**src/rtl/cache_pkg.sv**
```systemverilog
// Shared definitions for the cache line refill engine: FSM state type,
// the line status written on a fill, and the block-offset width helper.
package cache_pkg;

  typedef enum logic [1:0] {
    IDLE = 2'd0,
    WB   = 2'd1,
    RD   = 2'd2,
    FILL = 2'd3
  } refill_state_t;

  // Status written with every freshly filled line: valid, not dirty.
  localparam logic [2:0] STAT_VALID_CLEAN = 3'b001;

  // Number of word-offset bits in a line of block_size 32-bit words.
  function automatic int block_pos_of(input int block_size);
    return $clog2(block_size);
  endfunction

endpackage

```
**src/rtl/cache_line_buf.sv**
```systemverilog
// Line assembly register for the refill engine: one 32-bit word slot per
// beat, each slot written only when its own word enable is active.
module cache_line_buf #(
  parameter int BLOCK_SIZE = 8,
  parameter int SEL_WIDTH  = 3
) (
  input  logic                    clk,
  input  logic                    rst_n,
  input  logic                    wr_en,
  input  logic [SEL_WIDTH-1:0]    word_sel,
  input  logic [31:0]             wdata,
  output logic [32*BLOCK_SIZE-1:0] block
);

  logic [BLOCK_SIZE-1:0] word_we;

  // Decode the beat index into one write enable per word slot.
  always_comb begin
    // NOTE: every always_comb output gets a default first so no path leaves it unassigned (no latch).
    word_we = '0;
    for (int i = 0; i < BLOCK_SIZE; i++) begin
      word_we[i] = wr_en && (word_sel == SEL_WIDTH'(i));
    end
  end

  // Capture returning read data into the selected slot; other slots hold.
  always_ff @(posedge clk or negedge rst_n) begin
    // NOTE: this buffer is a small register array, not a RAM, so it takes the reset and reads 0 afterwards.
    if (!rst_n) begin
      // NOTE: state is updated with non-blocking assignments so all flops see pre-edge values.
      block <= '0;
    end else begin
      for (int i = 0; i < BLOCK_SIZE; i++) begin
        if (word_we[i]) block[32*i +: 32] <= wdata;
      end
    end
  end

endmodule

```
**src/rtl/cache_refill.sv**
```systemverilog
// Cache miss refill engine: optional write-back of a dirty victim line
// followed by a burst read of the missing line, then a one-cycle fill strobe.
// Optional feature macro: CACHE_WB_EN enables the victim write-back phase;
// without it every miss goes straight to the read burst and mem_we stays 0.
module cache_refill
  import cache_pkg::*;
#(
  parameter  int CACHE_SIZE  = 12,
  parameter  int BLOCK_SIZE  = 8,
  parameter  int STAT_WIDTH  = 3,
  localparam int BLOCK_WIDTH = 32 * BLOCK_SIZE,
  localparam int TAG_WIDTH   = 32 - CACHE_SIZE
) (
  input  logic                   clk,
  input  logic                   rst_n,
  input  logic                   miss_req,
  input  logic [31:0]            miss_addr,
  input  logic                   victim_dirty,
  input  logic [TAG_WIDTH-1:0]   victim_tag,
  input  logic [BLOCK_WIDTH-1:0] victim_block,
  output logic                   mem_req,
  output logic                   mem_we,
  output logic [31:0]            mem_addr,
  output logic [31:0]            mem_wdata,
  input  logic [31:0]            mem_rdata,
  input  logic                   mem_ack,
  output logic                   fill_wr,
  output logic [TAG_WIDTH-1:0]   fill_tag,
  output logic [STAT_WIDTH-1:0]  fill_status,
  output logic [BLOCK_WIDTH-1:0] fill_block,
  output logic                   busy,
  output logic                   done
);

  localparam int BLOCK_POS = block_pos_of(BLOCK_SIZE);
  localparam int IDX_WIDTH = CACHE_SIZE - BLOCK_POS - 2;
  // A single-word line still needs a (constant zero) beat counter.
  localparam int CNT_WIDTH = (BLOCK_POS == 0) ? 1 : BLOCK_POS;

  refill_state_t        state_q, state_d;
  logic [CNT_WIDTH-1:0] cnt_q;
  logic [TAG_WIDTH-1:0] miss_tag_q;
  logic [IDX_WIDTH-1:0] idx_q;
  logic [TAG_WIDTH-1:0] beat_tag;
  logic                 last_beat;
  logic                 beat_done;

  assign last_beat = (cnt_q == CNT_WIDTH'(BLOCK_SIZE - 1));
  assign beat_done = mem_req && mem_ack;

  // Word offset bits of the miss address are replaced by the beat counter.
  logic unused_addr_lsb;
  assign unused_addr_lsb = ^miss_addr[BLOCK_POS+1:0];

  // State register, beat counter and miss address latch.
  always_ff @(posedge clk or negedge rst_n) begin
    if (!rst_n) begin
      state_q    <= IDLE;
      cnt_q      <= '0;
      miss_tag_q <= '0;
      idx_q      <= '0;
    end else begin
      state_q <= state_d;
      if (state_q == IDLE && miss_req) begin
        miss_tag_q <= miss_addr[31:CACHE_SIZE];
        idx_q      <= miss_addr[CACHE_SIZE-1:BLOCK_POS+2];
      end
      if (state_d != state_q) cnt_q <= '0;
      else if (beat_done)     cnt_q <= cnt_q + CNT_WIDTH'(1);
    end
  end

`ifdef CACHE_WB_EN
  logic [TAG_WIDTH-1:0]   victim_tag_q;
  logic [BLOCK_WIDTH-1:0] victim_q;

  // Victim line latch, captured together with the miss address.
  always_ff @(posedge clk or negedge rst_n) begin
    if (!rst_n) begin
      victim_tag_q <= '0;
      victim_q     <= '0;
    end else if (state_q == IDLE && miss_req) begin
      victim_tag_q <= victim_tag;
      victim_q     <= victim_block;
    end
  end
`else
  logic unused_victim;
  assign unused_victim = ^{victim_dirty, victim_tag, victim_block};
`endif

  // Next-state decode and all memory/fill outputs.
  always_comb begin
    state_d     = state_q;
    mem_req     = 1'b0;
    mem_we      = 1'b0;
    mem_wdata   = '0;
    fill_wr     = 1'b0;
    fill_tag    = '0;
    fill_status = '0;
    busy        = 1'b0;
    done        = 1'b0;
    beat_tag    = miss_tag_q;
    case (state_q)
      IDLE: begin
        if (miss_req) begin
`ifdef CACHE_WB_EN
          state_d = victim_dirty ? WB : RD;
`else
          state_d = RD;
`endif
        end
      end
`ifdef CACHE_WB_EN
      WB: begin
        busy      = 1'b1;
        mem_req   = 1'b1;
        mem_we    = 1'b1;
        beat_tag  = victim_tag_q;
        mem_wdata = victim_q[{cnt_q, 5'b00000} +: 32];
        if (mem_ack && last_beat) state_d = RD;
      end
`endif
      RD: begin
        busy    = 1'b1;
        mem_req = 1'b1;
        if (mem_ack && last_beat) state_d = FILL;
      end
      FILL: begin
        busy        = 1'b1;
        fill_wr     = 1'b1;
        done        = 1'b1;
        fill_tag    = miss_tag_q;
        fill_status = STAT_WIDTH'(STAT_VALID_CLEAN);
        state_d     = IDLE;
      end
      default: state_d = IDLE;
    endcase
    mem_addr = mem_req
             ? ({beat_tag, idx_q, {(BLOCK_POS + 2){1'b0}}} | 32'({cnt_q, 2'b00}))
             : '0;
  end

  cache_line_buf #(
    .BLOCK_SIZE (BLOCK_SIZE),
    .SEL_WIDTH  (CNT_WIDTH)
  ) u_line_buf (
    .clk      (clk),
    .rst_n    (rst_n),
    .wr_en    (state_q == RD && mem_ack),
    .word_sel (cnt_q),
    .wdata    (mem_rdata),
    .block    (fill_block)
  );

endmodule

```
**config.mk**
```make
export PLATFORM = sky130hd
export DESIGN_NAME = cache_refill
export DESIGN_NICKNAME = d
export VERILOG_FILES = /design/src/rtl/cache_pkg.sv /design/src/rtl/cache_line_buf.sv /design/src/rtl/cache_refill.sv
export SDC_FILE = /design/constraint.sdc
export NUM_CORES = 1
export LEC_CHECK = 0
export ABC_AREA = 1
export CAP_MARGIN = 0
export CORE_AREA = 2 2 272 274
export CTS_CLUSTER_SIZE = 25
export DETAILED_ROUTE_END_ITERATION = 7
export DIE_AREA = 0 0 274 276
export DONT_BUFFER_PORTS = 1
export MAX_ROUTING_LAYER = met4
export PLACE_DENSITY_LB_ADDON = 0.05
export RECOVER_POWER = 50
export REMOVE_ABC_BUFFERS = 1
export SYNTH_ARGS = -nofsm -noshare
export SYNTH_HDL_FRONTEND = slang
export SYNTH_SLANG_ARGS = --single-unit
```
**constraint.sdc**
```tcl
create_clock -name clk -period 4.6 [get_ports clk]
set_input_delay 0 -clock clk [delete_from_list [all_inputs] [get_ports clk]]
set_output_delay 0 -clock clk [all_outputs]
set_load 0.02 [all_outputs]
```
==> impl_results.md <==
* Fmax at roughly 330 MHz
* Vias in the first global route at 8986
* Layout cells sized above 1 at under 10%
* Final period util at between 60 and 70%
* Post-synthesis sequential area ratio at 60.5%
* Area Growth Syn to Fin at 24.9%
* Hold_buf cts at between 80 and 90
* Final Worst Setup Slack at 1.58 ns
* Crit path kind: reg2out
* Clk_lat worst skew at roughly 0.56 ns
* Distinct cells, synth at 17
* Number of synthesized flops with an enable pin at 0
* Crit path max-delay family: simple AND/OR/NAND/NOR gates
* Max H-tree Level at 2
* First-pass GRT wire length at 72.2 mm
* Psw at 5270 uW
* Sequential share of power at roughly half
* Max Slew Vio Count at 0
* Dpl hpwl at about 31 mm
* Crit Path Max Fanout at 31
* Final antenna-violating net count at 0
* DR WL/cell at between 20 and 25 um
* Placer Congestion at around 0.7
* Post-synth top cells: nand2_1 (649), dfrtp_1 (288), o21ai_0 (155), inv_1 (97), nor2_1 (57)
* CTS tree: done
* Crit-path cells: inv_1 -> nor2_2 -> inv_1 -> nor2_1
* WP buf/inv at 2
* Pin count of the biggest net entering global routing at 289
* Max_cap viols at 0
* Top_reg_cell synth: dfrtp_1
* Count leader, synth: nand2_1
* Worst slew pin tran at 0.933 ns
* Worst R2R Setup Slack at about 1.9 ns
* Outcome: finished with violations
* Max clock buf depth at 3
* DIE WIDTH at between 200 and 300 um
* Clk_skew at 0.0139 ns
* Leakage at approximately 0.0075 uW
* Root Driver: clkbuf_16
* Gates resized, CTS repair at 0
* CP Launch Type: flip-flop
* Clock-pin slew on the worst setup and hold paths at roughly 0.060 ns
* Warnings from Yosys at 0
* Final min period at 3.02 ns
* Synth top area share at about three fifths
* # port buffers at 0
* Unrepaired setup endpoints after global routing: no
* Die Y at around 280 um
* DR pass1 iterations at 5
* Total power at roughly 11000 uW
* Row Count at 99
* Total global-route track usage at 13.6%
* Synth area leaders: dfrtp_1 (61%), nand2_1 (20%), o21ai_0 (6.5%)
* Seq cells post-synth at 288
* Max incr delay on CP at a little over 0.6 ns
* Share of flip-flops with an asynchronous set or reset at 100%
* Yosys top cell by area: dfrtp_1
* Synthesized area at approximately 0.012 mm^2
* Worst VDD drop at 0.000239 V
* Final Setup Violations at 0
* Post-CTS Setup Repair Bufs at 0
* Switching part of the total at between 40% and 50%
* Slew HR at between 30% and 40%
* CP Data Arrival Time at slightly above 3 ns
* Initial core utilization at about 16%
* Io pins at approximately 690
* CP most frequent cell: inv_1
* Sink Count at roughly 290
* CP Data Required Time at 4.60 ns
* Worst slack, placed at roughly 1.7 ns
* Hold WC Path Type: in2async
* Initial drt markers at about 420
* Endpoints failing hold at 288
* Die area at approximately 0.076 mm^2
* # DRC at 0
* Clock power frac at about 26%
* Mapped Cells at 1410
* Fin nets at ~1800
* Post-Route WL at 50.6 mm
* Failing checks: negative hold slack
* Vias/cell at between 3 and 4
* Via count at about 9000
* Fin Setup TNS at 0 ns
* CP Capture Type: output port
* Syn avg cell area at approximately 8.4 um^2
* Critical path's slowest cell: inv_1
* Core Region at a little over 0.07 mm^2
* Total congestion overflow at 0
* Power Dens Cells at 771 mW/mm^2
* Cell Int Power at ~6200 uW
* Hold_ws at -0.852 ns
* Num CTS Buffers at 40
* Antenna violations before repair at 1
* Part of the power in combinational logic at 22.8%
-- routing by layer --
layer,track usage (%),share of wire [%],vias to the layer above
li1,-,-,4296
met1,16.6,43,4258
met2,21.2,46,292
met3,5.20,9.4,56
met4,2.88,1.7,0
met5,-,0,-
-- cell usage in the layout, fill, tap and decap left out, types with 2 or more instances in the layout --
master | netlist | final
ha_1 | 6 | 6
conb_1 | 1 | 37
clkbuf_16 | 0 | 40
dfrtp_1 | 288 | 288
dlygate4sd3_1 | 0 | 88
buf_4 | 43 | 20
buf_12 | 0 | 3
o21ai_0 | 155 | 155
nand3_2 | 1 | 4
clkbuf_1 | 56 | 18
nor2_4 | 1 | 7
nand2_1 | 649 | 646
clkbuf_8 | 0 | 8
inv_2 | 2 | 2
nand3_1 | 8 | 4
inv_1 | 97 | 97
nor2_1 | 57 | 51
nand2_2 | 0 | 3
-- flip-flops by register name, indices dropped and copies added (netlist names) --
register / flops
beat_tag: 20
cnt_q: 3
idx_q: 7
state_q: 2
u_line_buf.block: 256
-- worst reg2reg max path, cell delays in order, from the launching register on --
cell and delay (ns):
dfrtp_1 0.60, inv_1 0.15, nor2_2 0.54, nand3_2 0.64
buf_4 0.47, nand2_1 0.14, nand2_1 0.05
-- area by class of cell --
type | instances | area (um^2)
repair buffers | 111 | 1090
multi-input cells | 917 | 3800
inverters | 99 | 372
diodes | 1 | 2.50
clock buffers | 66 | 1180
clock inverters | 3 | 30.0
flip-flops and latches | 288 | 7210
fillers | 8088 | 57700
well taps | 959 | 1200
-- path summary, 6_finish.rpt --
path / from / endpoint / cells after the start
setup / recovery: state_q[1] / mem_addr[4] / 4
hold / removal: rst_n / u_line_buf.block[230] / 0
setup reg to reg: state_q[1] / u_line_buf.block[187] / 6
hold reg to reg: cnt_q[1] / cnt_q[1] / 2
max in group asynchronous: rst_n / u_line_buf.block[41] / 0
min in group clk: mem_ack / u_line_buf.block[179] / 3
-- cell families (layout without fill, tap and decap cells) --
logic type	count (synthesis)	count (layout)	share of synthesized area (%)
flip-flops	288	288	60.5
other	1	38	0.0315
buffers and inverters	241	279	9.40
AO/OA/AOI/OAI	156	156	6.56
AND/OR/NAND/NOR	718	718	22.9
adder cells (fa/ha/maj)	6	6	0.630
-- metrics by stage --
stage          cells  hold WS (ns)  util (%)  area [um^2]
2_1_floorplan   1304        -0.296         -        11300
3_3_place_gp    2286        -0.286      17.6        12800
3_5_place_dp    2286        -0.286      17.6        12800
4_1_cts         2443        -0.902      20.5        14900
5_1_grt         2444        -0.901      20.5        14900
6_report        2444        -0.852      20.5        14900
-- power by group through the flow --
stage / clock network [uW] / registers [uW] / logic (uW)
2_1_floorplan: 0 / 5400 / 1620
3_5_place_dp: 0 / 6020 / 2430
4_1_cts: 3130 / 5980 / 2710
6_report: 2970 / 5890 / 2610
5_1_grt: 3220 / 6070 / 3040
3_3_place_gp: 0 / 6020 / 2410
Power figures use the tool's default switching activity.
